--- src/rtl/dtcore32_lsu.sv ---
// dtcore32 MEM-stage load/store unit: drives a req/gnt/rvalid data-memory
// transaction, raises the pipeline stall, and returns extended load data.
module dtcore32_lsu (
    input  logic        clk_i,
    input  logic        rst_ni,
    input  logic        MEM_valid_i,
    input  logic        MEM_rd_en_i,
    input  logic        MEM_wr_en_i,
    input  logic [31:0] MEM_addr_i,
    input  logic [31:0] MEM_wdata_i,
    input  logic [1:0]  MEM_size_i,
    input  logic        MEM_unsigned_i,
    output logic [31:0] MEM_rdata_o,
    output logic        MEM_stall_o,
    output logic        MEM_misaligned_o,
    output logic        MEM_access_fault_o,
    output logic        dmem_req_o,
    output logic        dmem_we_o,
    output logic [31:0] dmem_addr_o,
    output logic [3:0]  dmem_be_o,
    output logic [31:0] dmem_wdata_o,
    input  logic        dmem_gnt_i,
    input  logic        dmem_rvalid_i,
    input  logic [31:0] dmem_rdata_i,
    input  logic        dmem_err_i
);

    // state | meaning
    // IDLE  | no transaction; aligned access starts one
    // REQ   | dmem_req_o held until gnt (or flush aborts)
    // RESP  | load granted, waiting for rvalid
    // DONE  | result presented, stall released for one cycle
    typedef enum logic [1:0] {IDLE, REQ, RESP, DONE} lsu_state_e;

    lsu_state_e  state_q, state_d;
    logic        drain_q, drain_d;
    logic        access;
    logic        misaligned;
    logic        start;
    logic        capture;
    logic        stall;
    logic [3:0]  be_d;
    logic [31:0] wdata_d;
    logic [1:0]  size_q;
    logic [1:0]  lane_q;
    logic        unsigned_q;
    logic [7:0]  byte_sel;
    logic [15:0] half_sel;
    logic [31:0] load_ext;

    assign access = MEM_valid_i & (MEM_rd_en_i | MEM_wr_en_i);

    always_comb begin
        be_d       = 4'b1111;
        wdata_d    = MEM_wdata_i;
        misaligned = 1'b0;
        case (MEM_size_i)
            2'b00: begin
                be_d    = 4'b0001 << MEM_addr_i[1:0];
                wdata_d = {4{MEM_wdata_i[7:0]}};
            end
            2'b01: begin
                be_d       = MEM_addr_i[1] ? 4'b1100 : 4'b0011;
                wdata_d    = {2{MEM_wdata_i[15:0]}};
                misaligned = MEM_addr_i[0];
            end
            default: begin
                misaligned = |MEM_addr_i[1:0];
            end
        endcase
    end

    // Lane selection uses the address/size latched at request time.
    always_comb begin
        byte_sel = 8'h00;
        case (lane_q)
            2'd0: byte_sel = dmem_rdata_i[7:0];
            2'd1: byte_sel = dmem_rdata_i[15:8];
            2'd2: byte_sel = dmem_rdata_i[23:16];
            default: byte_sel = dmem_rdata_i[31:24];
        endcase
        half_sel = lane_q[1] ? dmem_rdata_i[31:16] : dmem_rdata_i[15:0];
        case (size_q)
            2'b00:   load_ext = {{24{byte_sel[7] & ~unsigned_q}}, byte_sel};
            2'b01:   load_ext = {{16{half_sel[15] & ~unsigned_q}}, half_sel};
            default: load_ext = dmem_rdata_i;
        endcase
    end

    always_comb begin
        state_d = state_q;
        drain_d = drain_q;
        start   = 1'b0;
        capture = 1'b0;
        stall   = 1'b0;
        case (state_q)
            IDLE: begin
                drain_d = 1'b0;
                if (access && !misaligned) begin
                    start   = 1'b1;
                    stall   = 1'b1;
                    state_d = REQ;
                end
            end
            REQ: begin
                stall = 1'b1;
                if (dmem_gnt_i) begin
                    // a granted request cannot be withdrawn; a flushed load still drains
                    if (dmem_we_o) begin
                        state_d = MEM_valid_i ? DONE : IDLE;
                    end else begin
                        state_d = RESP;
                        drain_d = ~MEM_valid_i;
                    end
                end else if (!MEM_valid_i) begin
                    state_d = IDLE;
                end
            end
            RESP: begin
                stall = 1'b1;
                if (!MEM_valid_i) begin
                    drain_d = 1'b1;
                end
                if (dmem_rvalid_i) begin
                    drain_d = 1'b0;
                    if (drain_q || !MEM_valid_i) begin
                        state_d = IDLE;
                    end else begin
                        capture = 1'b1;
                        state_d = DONE;
                    end
                end
            end
            default: begin
                state_d = IDLE;
            end
        endcase
    end

    // Gated by reset so every output reads 0 while rst_ni is low.
    assign MEM_stall_o      = stall & rst_ni;
    assign MEM_misaligned_o = access & misaligned & rst_ni;

    always_ff @(posedge clk_i or negedge rst_ni) begin
        if (!rst_ni) begin
            state_q            <= IDLE;
            drain_q            <= 1'b0;
            dmem_req_o         <= 1'b0;
            dmem_we_o          <= 1'b0;
            dmem_addr_o        <= 32'h0;
            dmem_be_o          <= 4'h0;
            dmem_wdata_o       <= 32'h0;
            size_q             <= 2'b00;
            lane_q             <= 2'b00;
            unsigned_q         <= 1'b0;
            MEM_rdata_o        <= 32'h0;
            MEM_access_fault_o <= 1'b0;
        end else begin
            state_q <= state_d;
            drain_q <= drain_d;
            if (start) begin
                dmem_req_o         <= 1'b1;
                dmem_we_o          <= ~MEM_rd_en_i;
                dmem_addr_o        <= {MEM_addr_i[31:2], 2'b00};
                dmem_be_o          <= be_d;
                dmem_wdata_o       <= wdata_d;
                size_q             <= MEM_size_i;
                lane_q             <= MEM_addr_i[1:0];
                unsigned_q         <= MEM_unsigned_i;
                MEM_access_fault_o <= 1'b0;
            end else if (state_q == REQ && (dmem_gnt_i || !MEM_valid_i)) begin
                dmem_req_o <= 1'b0;
            end
            if (capture) begin
                MEM_rdata_o        <= load_ext;
                MEM_access_fault_o <= dmem_err_i;
            end
        end
    end

endmodule
--- config.mk ---
export PLATFORM = sky130hd
export DESIGN_NAME = dtcore32_lsu
export DESIGN_NICKNAME = d
export VERILOG_FILES = /design/src/rtl/dtcore32_lsu.sv
export SDC_FILE = /design/constraint.sdc
export NUM_CORES = 1
export LEC_CHECK = 0
export CORE_MARGIN = 1
export CORE_UTILIZATION = 35
export CTS_CLUSTER_SIZE = 40
export DETAILED_ROUTE_END_ITERATION = 10
export PLACE_DENSITY = 0.67
export SYNTH_ARGS = -nofsm -noshare
export SYNTH_HDL_FRONTEND = slang
export SYNTH_SLANG_ARGS = --single-unit
--- constraint.sdc ---
create_clock -name clk_i -period 2.4 [get_ports clk_i]
set_clock_uncertainty 0.2 [all_clocks]
set_input_delay 0.48 -clock clk_i [delete_from_list [all_inputs] [get_ports clk_i]]
set_output_delay 0.48 -clock clk_i [all_outputs]
set_load 0.005 [all_outputs]
* Word-level counts from Yosys, hierarchy flattened
Index checks and enable logic that the tools add are counted.
** Word-level totals
- Output and inout port bits :: 105
- Memory bits (read-only) :: 0
- Flip-flop bits (word level) :: 109
- Memories kept :: 0
- Memory bits (writable) :: 0
- Latch bits :: 0
** Operators by class
- Divide/modulo/power cells :: 0
- Shifts and indexed selects :: 1
- Add/subtract/negate cells :: 0
- $lt $le $gt $ge :: 0
- Multiplexer cells :: 30
- Multiply operators :: 0
- Bitwise logic cells :: 10
- Equal/unequal tests :: 12
- Reductions and logical operators :: 17
** Operators with widths (count)
- $pmux W32 S2 :: 2
- $pmux W8 S3 :: 1
- $mux W16 :: 1
- $mux W2 :: 7
- $mux W1 :: 13
- $eq A2 B1 Y1 const B :: 4
- $logic_not A2 Y1 :: 4
- $ne A2 B2 Y1 const B :: 4
- $pmux W4 S2 :: 1
- $and A1 B1 Y1 :: 6
- $ne A3 B3 Y1 const B :: 2
- $pmux W2 S3 :: 1
- $eq A2 B2 Y1 const B :: 2
- $mux W4 :: 1
- $pmux W1 S2 :: 2
- $reduce_and A4 Y1 :: 1
- $reduce_bool A2 Y1 :: 2
- $reduce_or A2 Y1 :: 2
- $shl A1 B2 Y4 const A :: 1
- $not A1 Y1 :: 3
- $pmux W1 S3 :: 1
- $reduce_and A3 Y1 :: 1
- $reduce_bool A3 Y1 :: 1
- $logic_and A1 B1 Y1 :: 2
- other kinds (3) :: 5

* Depth between registers and ports, before layout
Gate-level depths: netlist of run 1.
- Word-level depth :: 8
- Depth in mapped cells :: 8
- Mapped depth without buffers :: 6

* Worst setup path before layout of run 1
No wires, ideal clock.
- Kind :: input to output
- Start point :: input port MEM_addr_i[0]
- End point :: output port MEM_stall_o
- Path slack :: 382 ps
- Stages :: 5
- Arrival time :: 1338 ps
- Required time :: 1720 ps
- Path buffers :: 1
- Cells stage by stage :: a21oi_1 o211ai_2 buf_6 nor2b_1 nor3b_1
** Between the ends
- Cells in the longest elaborated chain, start to end :: 7
** Ends and longest elaborated chain
- from (decl) :: line 9 : input logic [31:0] MEM_addr_i,
- $reduce_or A2 Y1 :: line 68 : misaligned = |MEM_addr_i[1:0];
- $pmux W1 S2 * :: line 57 : case (MEM_size_i)
- $logic_not A1 Y1 * :: line 99 : if (access && !misaligned) begin
- $logic_and A1 B1 Y1 * :: line 99
- $mux W1 * :: line 99
- $pmux W1 S2 * :: line 96 : case (state_q)
- $and A1 B1 Y1 * :: line 141 : assign MEM_stall_o = stall & rst_ni;
- to (decl) :: line 14 : output logic MEM_stall_o,
Mark *: on every way between the ends. The rest lies on a longest branch, timed or not.

* Worst setup path after layout of run 1
Ends and elaborated chain as after synthesis.

==> summary.md, run 1 <==
| Metric | Value |
|---|---|
| Psw | just under 3 mW |
| GPL Wtd Cong | roughly 0.83 |
| Number of global-route vias before repair | around 4.5k |
| Core box area | around 15000 sq um |
| DRT Pass-1 Iters | 4 |
| R2r startpoint | state_q[0] |
| Max-cap violation count | 0 |
| Synth area leaders | dfrtp_1 (52%), mux2_2 (7.8%), mux2i_1 (5.9%), nand2_1 (4.6%), nand3_1 (3.2%) |
| Slowest CP cell | dlygate4sd2_1 |
| Critical Path Sink Type | primary output |
| R2R setup slack | 0.35 ns |
| RSZ-0062 raised after global routing | no |
| Slowest stage delay, CP | ~0.3 ns |
| Cells after Synth | around 490 |
| Minimum clock period | about 2.3 ns |
| Via count | 4534 |
| Yosys top cell by area | dfrtp_1 |
| EDFF count, synth | 0 |
| Final instance area | slightly below 8000 sq um |
| Global-route wire length before repair | roughly 24000 microns |
| Synth cell types | 45 |
| Sequential-to-total area share from yosys stat | roughly 52% |
| Logic pwr share | 47.3% |
| RR Endpoint | dmem_addr_o[22] |
| Seq pwr share | a little over a third |
| Crit share post-route | ~97% |
| Nets | 814 |
| Power per standard cell area | roughly 1100 nW/um^2 |
| Final total power | about 9 mW |
| Die width | between 100 and 150 microns |
| Pins Over Slew Limit | 0 |
| DRC Markers | 0 |
| Max H-tree Level | 3 |
| Setup violations, final | 0 |
| Overflow after GRT | 0 |
| Post-route setup slack | between 0.08 and 0.09 ns |
| CP Buf/Inv Count | 3 |
| Hold WC Path Type | in2async |
| CTS clk-pin slew, worst paths | ~0.070 ns |
| Worst Path Max Fanout | 3 |
| CTS tree | yes |
| Post-Synthesis Cell Area | 5220 sq um |
| Int Power | about 6 mW |
| Hold_ws | between 0.02 and 0.025 ns |
| Worst slew margin | 61.2% |
| Total die area | 15400 sq um |
| Fmax | 0.432 GHz |
| Area fraction of the dominant cell type after synthesis | between 50% and 60% |
| Req. time, crit path | ~1.7 ns |
| Clk_lat worst skew | 0.35 ns |
| Net Sw Frac | around a third |
| CP delay by family, top | buffers and inverters |
| Max clock buf depth | 2 |
| Clock Sinks | 109 |
| Leakage power | between 3 and 4 nW |
| IO Port Bufs | between 200 and 250 |
| Detailed Place HPWL | between 10000 and 15000 microns |
| ANT nets after route | 0 |
| DR iter-0 viols | 326 |
| Initial antenna violation count | 2 |
| Fillcell total | approximately 1.3k |
| Path depth of the worst reg2reg path | 7 |
| Final hold vios | 0 |
| Mean area per synthesized cell | between 10 and 15 sq um |
| Initial Util | between 30% and 40% |
| Die Height | 124 microns |
| Commonest cells after routing, fill and taps aside | clkdlybuf4s50_1 (199), dfrtp_1 (109), nand2_1 (64) |
| Status | finished, final reports clean |
| Setup Slack @ Placement | -0.641 ns |
| Crit-path cells | dlygate4sd2_1 -> a21oi_2 -> buf_4 -> o211ai_4 -> nor2b_4 -> nor3b_2 -> buf_2 |
| IO Pins | 212 |
| Via-per-instance ratio | ~5.1 |
| Global Route Usage Sum | approximately a fifth |
| Site row count | 44 |
| Pin count of the biggest net entering global routing | 64 |
| Clock power frac | 16.3% |
| Routed WL | 15600 microns |
| Post-synthesis async set-or-reset flop share | 100% |
| Root buf cell | clkbuf_16 |
| Yosys warns | 0 |
| Commonest non-fill, non-tap cell in the layout | clkdlybuf4s50_1 |
| Synth Flop Type | dfrtp_1 |
| DP Area | between 7000 and 8000 sq um |
| Cts bufs inserted | 9 |
| Worst-margin pin slew | between 0.5 and 0.6 ns |
| Arr. time, crit path | 1.64 ns |
| Critical path class | in2out |
| Startpoint types | input port |
| Flops & latches, synth | between 100 and 150 |
| VDD IR max | roughly 0.00051 V |
| Layout cells sized above 1 | around 15% |
| Synth-to-Final Area Change | 52.1% |
| Drt wl/cell | approximately 17 microns |
Yosys cell counts (all sizes together) (7+ instances only):
cell type / instances
mux2i: 31
inv: 9
o21ai: 35
nand3: 33
o31ai: 7
a22oi: 10
nand2: 64
buf: 23
a22o: 8
nor2: 21
a21oi: 33
mux2: 45
dfrtp: 109
clkbuf: 12
how the worst max path moves through the flow:
stage / startpoint / endpoint / depth (start not counted)
final: MEM_addr_i[0] / MEM_stall_o / 7
after global routing: MEM_addr_i[0] / MEM_stall_o / 7
after CTS: MEM_wr_en_i / MEM_stall_o / 6
after detailed placement: MEM_addr_i[0] / MEM_stall_o / 7
after global placement: MEM_size_i[0] / MEM_stall_o / 7
after floorplan: MEM_addr_i[0] / MEM_stall_o / 5
stage by stage:
step,TNS (ns),cells,utilization [%]
after floorplan,0,486,-
after global placement,-19.93,873,52.4
after detailed placement,-19.60,873,52.4
after CTS,0,891,54.5
after global routing,0,893,54.6
final,0,893,54.6
per-layer routing:
layer | global-route usage [%] | share of wire (%) | vias up
met1 | 25.3 | 41 | 2181
met5 | 0 | 0 | -
met4 | 6.40 | 1.1 | 0
li1 | - | - | 2156
met2 | 33.7 | 46 | 185
met3 | 7.05 | 11 | 12
final cells by class:
| type | instances | area (sq um) | share of cell area, % |
|---|---|---|---|
| Timing Repair Buffer | 240 | 2340 | 29.5 |
| Clock buffer | 10 | 239 | 3.01 |
| Multi-Input combinational cell | 333 | 2320 | 29.2 |
| Antenna cell | 2 | 5.00 | 0.0630 |
| Inverter | 9 | 33.8 | 0.425 |
| Tap cell | 184 | 230 | 2.90 |
| Clock inverter | 6 | 43.8 | 0.552 |
| Sequential cell | 109 | 2730 | 34.4 |
power groups by stage:
stage	Clock, mW	Sequential [mW]	Combinational (mW)
after floorplan	0	3.29	1.71
after global placement	0	3.22	4.14
after detailed placement	0	3.28	4.22
after CTS	1.50	3.26	4.26
after global routing	1.57	3.35	4.62
final	1.45	3.24	4.22
sequential cells by signal (all words and copies together), names as in the netlist:
register,cells
dmem_we_o,1
size_q,2
drain_q,1
dmem_be_o,4
dmem_wdata_o,32
unsigned_q,1
MEM_access_fault_o,1
state_q,2
lane_q,2
MEM_rdata_o,32
dmem_req_o,1
dmem_addr_o,30
logic make-up (layout without fill, tap and decap cells):
family	Yosys count	in the layout	share of synthesized area (%)
buffers and inverters	44	265	4.00
muxes	77	77	16.7
other	1	4	0.0719
adders and majority gates	5	5	1.20
DFF	109	109	52.3
and+or+nand+nor	141	141	12.4
AOI/OAI and AO/OA	108	108	13.4
what timing repair did:
item	4_1_cts	5_1_grt
gates resized for setup	18	5
hold buffers	0	0
endpoints found under the setup margin	32	32
pin swaps	4	3
setup buffers	2	0
(Power assumes the default switching activity.)
==> inputs of run 2 (changes only) <==
Settings changed: SKIP_CTS_REPAIR_TIMING from default to 1.
==> run 2 against run 1 <==
  * Sequential share of layout area barely moved
  * Sequential power about the same
  * Final area about the same
  * Via count barely moved
  * Core utilization grew 0.052 points
  * Flip-flop and latch count unchanged
  * Die area unchanged
  * Wire length decreased by 0.26%
  * Critical path type is now reg2out
  * Combinational power barely moved
==> summary.md, run 2 (synthesis results as in run 1) <==
| Metric | Value |
|---|---|
| Via-per-instance ratio | 5.09 (was 5.08) |
| Pin count of the biggest net entering global routing | 64 (unchanged) |
| CTS clk-pin slew, worst paths | 0.07 ns (about the same) |
| Startpoint types | flop (was input port) |
| Die width | 124 microns (unchanged) |
| DR iter-0 viols | 294 (was 326) |
| Clk_lat worst skew | 0.35 ns (about the same) |
| DP Cell Count | 873 (unchanged) |
| Arr. time, crit path | 1.61 ns (was 1.64 ns) |
| Fmax | 0.436 GHz (was 0.432 GHz) |
| Layout Cells excl Fill | 891 (was 893) |
| Commonest cells after routing, fill and taps aside | clkdlybuf4s50_1 (199), dfrtp_1 (109), nand2_1 (64) (unchanged) |
| Nets | 812 (was 814) |
| Worst-margin pin slew | 0.641 ns (was 0.582 ns) |
| ANT nets after route | 0 (unchanged) |
| Initial antenna violation count | 2 (unchanged) |
| IO Pins | 212 (unchanged) |
| DRT Pass-1 Iters | 5 (was 4) |
| Power per standard cell area | 1120 nW/um^2 (about the same) |
| Commonest non-fill, non-tap cell in the layout | clkdlybuf4s50_1 (unchanged) |
| Worst Path Max Fanout | 2 (was 3) |
| Seq pwr share | 36.4% (about the same) |
| Net Sw Frac | 32.5% (about the same) |
| DRC Markers | 0 (unchanged) |
| Root buf cell | clkbuf_16 (unchanged) |
| Worst slew margin | 57.3% (was 61.2%) |
| Critical Path Sink Type | primary output (unchanged) |
| Global-route wire length before repair | 23700 microns (was 23800 microns) |
| Clock Sinks | 109 (unchanged) |
| Setup violations, final | 0 (unchanged) |
| Initial Util | 35.9% (unchanged) |
| Crit share post-route | 95.5% (was 96.5%) |
| GPL Wtd Cong | 0.833 (unchanged) |
| Hold_ws | 0.0185 ns (was 0.0223 ns) |
| Detailed Place HPWL | 11500 microns (unchanged) |
| Overflow after GRT | 0 (unchanged) |
| Pins Over Slew Limit | 0 (unchanged) |
| Critical path class | reg2out (was in2out) |
| Psw | 2.90 mW (about the same) |
| Minimum clock period | 2.29 ns (was 2.32 ns) |
| Final total power | 8.91 mW (was 8.92 mW) |
| IO Port Bufs | 209 (unchanged) |
| Max H-tree Level | 3 (unchanged) |
| Logic pwr share | 47.3% (about the same) |
| Hold WC Path Type | in2async (unchanged) |
| Global Route Usage Sum | 20.4% (was 20.5%) |
| Via count | 4537 (was 4534) |
| Layout cells sized above 1 | 14.9% (was 15.3%) |
| Drt wl/cell | 17.4 microns (about the same) |
| Regs by FF count | MEM_rdata_o (32), dmem_wdata_o (32), dmem_addr_o (30) (unchanged) |
| Total die area | 15400 sq um (unchanged) |
| Leakage power | 3.56 nW (was 3.52 nW) |
| Synth-to-Final Area Change | 52.3% (was 52.1%) |
| Fillcell total | 1312 (was 1317) |
| Number of global-route vias before repair | 4482 (was 4496) |
| Routed WL | 15500 microns (was 15600 microns) |
| Status | finished, final reports clean (unchanged) |
| Cts bufs inserted | 9 (unchanged) |
| CTS tree | yes (unchanged) |
| Max clock buf depth | 2 (unchanged) |
| VDD IR max | 0.000510 V (about the same) |
| Layout Utilization | 54.7% (was 54.6%) |
| Req. time, crit path | 1.72 ns (about the same) |
| Int Power | 6.01 mW (was 6.02 mW) |
| Clock power frac | 16.3% (about the same) |
| Final hold vios | 0 (unchanged) |
| Max-cap violation count | 0 (unchanged) |
| Core box area | 14500 sq um (unchanged) |
| Die Height | 124 microns (unchanged) |
| Site row count | 44 (unchanged) |
[run 2: layout make-up]
type | count | area, sq um | share of cell area (%)
Sequential cell | 109 | 2730 | 34.3
Timing Repair Buffer | 238 | 2350 | 29.5
Multi-Input combinational cell | 333 | 2320 | 29.2
Clock buffer | 10 | 239 | 3.01
Tap cell | 184 | 230 | 2.90
Clock inverter | 6 | 43.8 | 0.551
Inverter | 9 | 33.8 | 0.425
Antenna cell | 2 | 5.00 | 0.0630
[run 2: critical path: stages (launching register included)]
cell and delay [ns]:
dfrtp_1 0.38, inv_1 0.09, ha_2 0.22, o211ai_4 0.08, nor2b_4 0.13, nor3b_2 0.20, buf_2 0.16
[run 2: power by group through the flow]
stage	logic, mW	clock network [mW]	registers (mW)
6_report	4.22	1.45	3.24
5_1_grt	4.61	1.57	3.35
4_1_cts	4.24	1.50	3.26
3_5_place_dp	4.22	0	3.28
3_3_place_gp	4.14	0	3.22
2_1_floorplan	1.71	0	3.29
[run 2: through the flow]
| stage | setup WS, ns | cell area [sq um] | TNS (ns) |
|---|---|---|---|
| floorplan | 0.382 | 5220 | 0 |
| global placement | -0.665 | 7620 | -19.93 |
| detailed placement | -0.641 | 7620 | -19.60 |
| CTS | -0.673 | 7900 | -1.81 |
| global route | -0.00973 | 7950 | -0.00973 |
| finish | 0.109 | 7950 | 0 |
[run 2: final timing paths]
kind | start | end | slack, ns | cells past startpoint
hold / removal | rst_ni | MEM_rdata_o[7] | 0.02 | 2
setup reg to reg | state_q[0] | dmem_addr_o[8] | 0.29 | 6
min in group clk_i | MEM_rd_en_i | dmem_we_o | 0.17 | 2
setup / recovery | state_q[0] | MEM_stall_o | 0.11 | 6
hold reg to reg | dmem_wdata_o[28] | dmem_wdata_o[28] | 0.29 | 2
max in group asynchronous | rst_ni | dmem_addr_o[30] | 1.59 | 2
[run 2: layer usage]
layer	vias up	global-route usage (%)	routed length [microns]
li1	2154	-	-
met1	2183	25.1	6390
met2	189	33.4	7160
met3	11	7.10	1810
met4	0	6.40	170
met5	-	0	0
==> inputs of run 3 (changes only) <==
Settings changed: ABC_AREA from default to 1.
Clock period 2.4 ns to 2.58 ns, I/O delays scaled along.
==> run 3 against run 2 <==
  * The flow now finishes with violations (hold timing)
  * Die area grew 3.2%
  * Synthesized cell count grew 43%
  * Final cell count grew 22%
  * Via count grew 15%
  * Clock-buffer cell count grew 1
  * First-iteration DRC count grew 9.9%
  * Sequential power shrank 7.4%
  * Non-clock buffer count shrank 6
  * Area after synthesis grew 3.2%
  * Critical path type is now in2out
==> summary.md, run 3 <==
| Metric | Value |
|---|---|
| Status | complete, but fails checks (was finished, final reports clean) |
| Violated checks | hold timing |
| Cells after Synth | 692 (was 485) |
| Initial antenna violation count | 1 (was 2) |
| Final hold vios | 6 (was 0) |
| Startpoint types | input port (was flop) |
| Leakage power | 3.97 nW (was 3.56 nW) |
| Global-route wire length before repair | 26200 microns (was 23700 microns) |
| Global Route Usage Sum | 21.1% (was 20.4%) |
| Worst slew margin | 60.3% (was 57.3%) |
| Net Sw Frac | 33.2% (was 32.5%) |
| Post-Synthesis Cell Area | 5390 sq um (was 5220 sq um) |
| Regs by FF count | MEM_rdata_o (32), dmem_wdata_o (32), dmem_addr_o (30) (unchanged) |
| Yosys warns | 0 (unchanged) |
| Met3 usage | 8.24% (was 7.10%) |
| Total die area | 15900 sq um (was 15400 sq um) |
| Max-cap violation count | 0 (unchanged) |
| IO Port Bufs | 209 (unchanged) |
| GPL Wtd Cong | 0.909 (was 0.833) |
| EDFF count, synth | 0 (unchanged) |
| Clock Sinks | 109 (unchanged) |
| ANT nets after route | 0 (unchanged) |
| Crit share post-route | 96.4% |
| Synth cell types | 27 (was 45) |
| Arr. time, crit path | 1.77 ns (was 1.61 ns) |
| Via count | 5199 (was 4537) |
| Layout cells sized above 1 | 8.53% (was 14.9%) |
| Core box area | 14800 sq um (was 14500 sq um) |
| Max H-tree Level | 3 (unchanged) |
| Flops & latches, synth | 109 (unchanged) |
| Die width | 126 microns (was 124 microns) |
| Most frequent cells after synthesis | nand2_1 (262), dfrtp_1 (109), inv_1 (48), o21ai_0 (48), a21oi_1 (42) (was dfrtp_1 (109), nand2_1 (64), mux2_2 (36)) |
| Drt wl/cell | 14.9 microns (was 17.4 microns) |
| CTS tree | yes (unchanged) |
| Seq pwr share | 36.4% (about the same) |
| Hold WC Path Type | in2async (unchanged) |
| Routed WL | 16200 microns (was 15500 microns) |
| Via-per-instance ratio | 4.78 (was 5.09) |
| Most used routing layer | met2 (unchanged) |
| Initial Util | 36.5% (was 35.9%) |
| Logic pwr share | 45.5% (was 47.3%) |
| Max clock buf depth | 2 (unchanged) |
| Die Height | 126 microns (was 124 microns) |
| Worst Path Max Fanout | 2 (unchanged) |
| Setup Slack @ Placement | -0.469 ns (was -0.641 ns) |
| Hold_ws | -0.00193 ns (was 0.0185 ns) |
| DRT Pass-1 Iters | 5 (unchanged) |
| Number of global-route vias before repair | 5002 (was 4482) |
| Critical path class | in2out (was reg2out) |
| Cts bufs inserted | 9 (unchanged) |
| Pins Over Slew Limit | 0 (unchanged) |
| Psw | 2.74 mW (was 2.90 mW) |
| Post-route setup slack | 0.0941 ns (was 0.109 ns) |
| Minimum clock period | approximately 2.5 ns |
| Worst-margin pin slew | 0.595 ns (was 0.641 ns) |
| Clock power frac | 18.0% (was 16.3%) |
| Yosys top cell by area | dfrtp_1 (unchanged) |
| Synth-to-Final Area Change | 49.7% (was 52.3%) |
| Synth area leaders | dfrtp_1 (51%), nand2_1 (18%), o21ai_0 (4.5%), a21oi_1 (3.9%), or2_2 (3.7%) (was dfrtp_1 (52%), mux2_2 (7.8%), mux2i_1 (5.9%), nand2_1 (4.6%), nand3_1 (3.2%)) |
| Commonest cells after routing, fill and taps aside | nand2_1 (261), clkdlybuf4s50_1 (204), dfrtp_1 (109) (was clkdlybuf4s50_1 (199), dfrtp_1 (109), nand2_1 (64)) |
| Met2 usage | 32.7% (was 33.4%) |
| Detailed Place HPWL | 11700 microns (was 11500 microns) |
| Critical Path Sink Type | primary output (unchanged) |
| Pin count of the biggest net entering global routing | 61 (was 64) |
| Req. time, crit path | 1.86 ns (was 1.72 ns) |
| Root buf cell | clkbuf_16 (unchanged) |
| Post-synthesis async set-or-reset flop share | 100% (unchanged) |
| Power per standard cell area | 1020 nW/um^2 (was 1120 nW/um^2) |
| VDD IR max | 0.000488 V (was 0.000510 V) |
| Fmax | roughly 0.40 GHz |
| Nets | 1010 (was 812) |
| CTS clk-pin slew, worst paths | 0.07 ns (about the same) |
| Final total power | 8.24 mW (was 8.91 mW) |
| Synth Flop Type | dfrtp_1 (unchanged) |
| Count leader, synth | nand2_1 (was dfrtp_1) |
| Setup violations, final | 0 (unchanged) |
| Commonest non-fill, non-tap cell in the layout | nand2_1 (was clkdlybuf4s50_1) |
| Site row count | 44 (unchanged) |
| Int Power | 5.50 mW (was 6.01 mW) |
| Overflow after GRT | 0 (unchanged) |
| Mean area per synthesized cell | 7.78 sq um (was 10.8 sq um) |
| ANT cells | 0 (was 2) |
| Clk_lat worst skew | 0.35 ns (about the same) |
| DR iter-0 viols | 323 (was 294) |
| Area fraction of the dominant cell type after synthesis | 50.6% (was 52.3%) |
| IO Pins | 212 (unchanged) |
| Sequential-to-total area share from yosys stat | 50.6% (was 52.3%) |
| RSZ-0062 raised after global routing | no |
| GRT met1 Usage | 27.3% (was 25.1%) |
| DRC Markers | 0 (unchanged) |
[run 3: changes by cell type in the layout (fill, tap and decap cells not counted), moves of 10 or more]
cell and change:
nand2_1 +197, inv_1 +39, mux2_2 -36, mux2i_1 -31
or2_2 +31, o21ai_0 +23, nor2_1 +18, a21oi_1 +11
a22oi_1 -10
[run 3: worst max-delay path: stages]
cell and delay (ns):
clkdlybuf4s50_1 0.43, nor2_1 0.24, nor2_2 0.08, nand2_2 0.11, nor2_4 0.04, o21ai_0 0.14, nor2_1 0.06, dlymetal6s2s_1 0.16
[run 3: power by group through the flow]
stage | clock network, mW | registers, mW | logic [mW]
floorplan | 0 | 3.02 | 1.55
global placement | 0 | 3.02 | 3.73
detailed placement | 0 | 3.01 | 3.78
CTS | 1.53 | 3.01 | 3.79
global route | 1.60 | 3.12 | 4.18
finish | 1.49 | 3.00 | 3.75
[run 3: logic make-up (layout without fill, tap and decap cells)]
kind of cell               after synthesis  after routing  share of synthesized area (%)
and+or+nand+nor                        370            370                           28.6
AOI/OAI and AO/OA                      119            119                           12.3
DFF                                    109            109                           50.6
buffers and inverters                   88            298                           7.27
adders and majority gates                5              5                           1.16
other                                    1              2                         0.0696
[run 3: layout make-up]
type                            count  area, sq um
Tap cell                          184          230
Sequential cell                   109         2730
Timing Repair Buffer              232         2330
Clock inverter                      5         83.8
Inverter                           50          188
Multi-Input combinational cell    496         2280
Clock buffer                       11          233
Fill cell                        1402         6690
[run 3: worst paths after layout]
kind	cells after the start	startpoint	endpoint	slack, ns
max	8	MEM_rd_en_i	MEM_stall_o	0.09
min	2	rst_ni	dmem_addr_o[19]	-0.002
max reg2reg	8	state_q[0]	dmem_wdata_o[31]	0.43
min reg2reg	2	dmem_addr_o[19]	dmem_addr_o[19]	0.27
max in group asynchronous	3	rst_ni	dmem_addr_o[28]	1.11
min in group clk_i	2	dmem_addr_o[19]	dmem_addr_o[19]	0.27
[run 3: metrics by stage]
step	setup TNS [ns]	cell area, sq um	utilization (%)	cells
finish	0	8060	54.7	1087
floorplan	0	5390	-	693
global route	0	8060	54.7	1087
global placement	-26.79	7730	52.4	1071
detailed placement	-29.15	7730	52.4	1071
CTS	-3.28	8050	54.5	1087
[run 3: metal layers]
layer	up-vias	wire, microns	share of wire [%]
met4	2	210	1.3
li1	2592	-	-
met1	2382	7060	44
met2	204	7260	45
met3	19	1650	10
met5	-	12	0.074
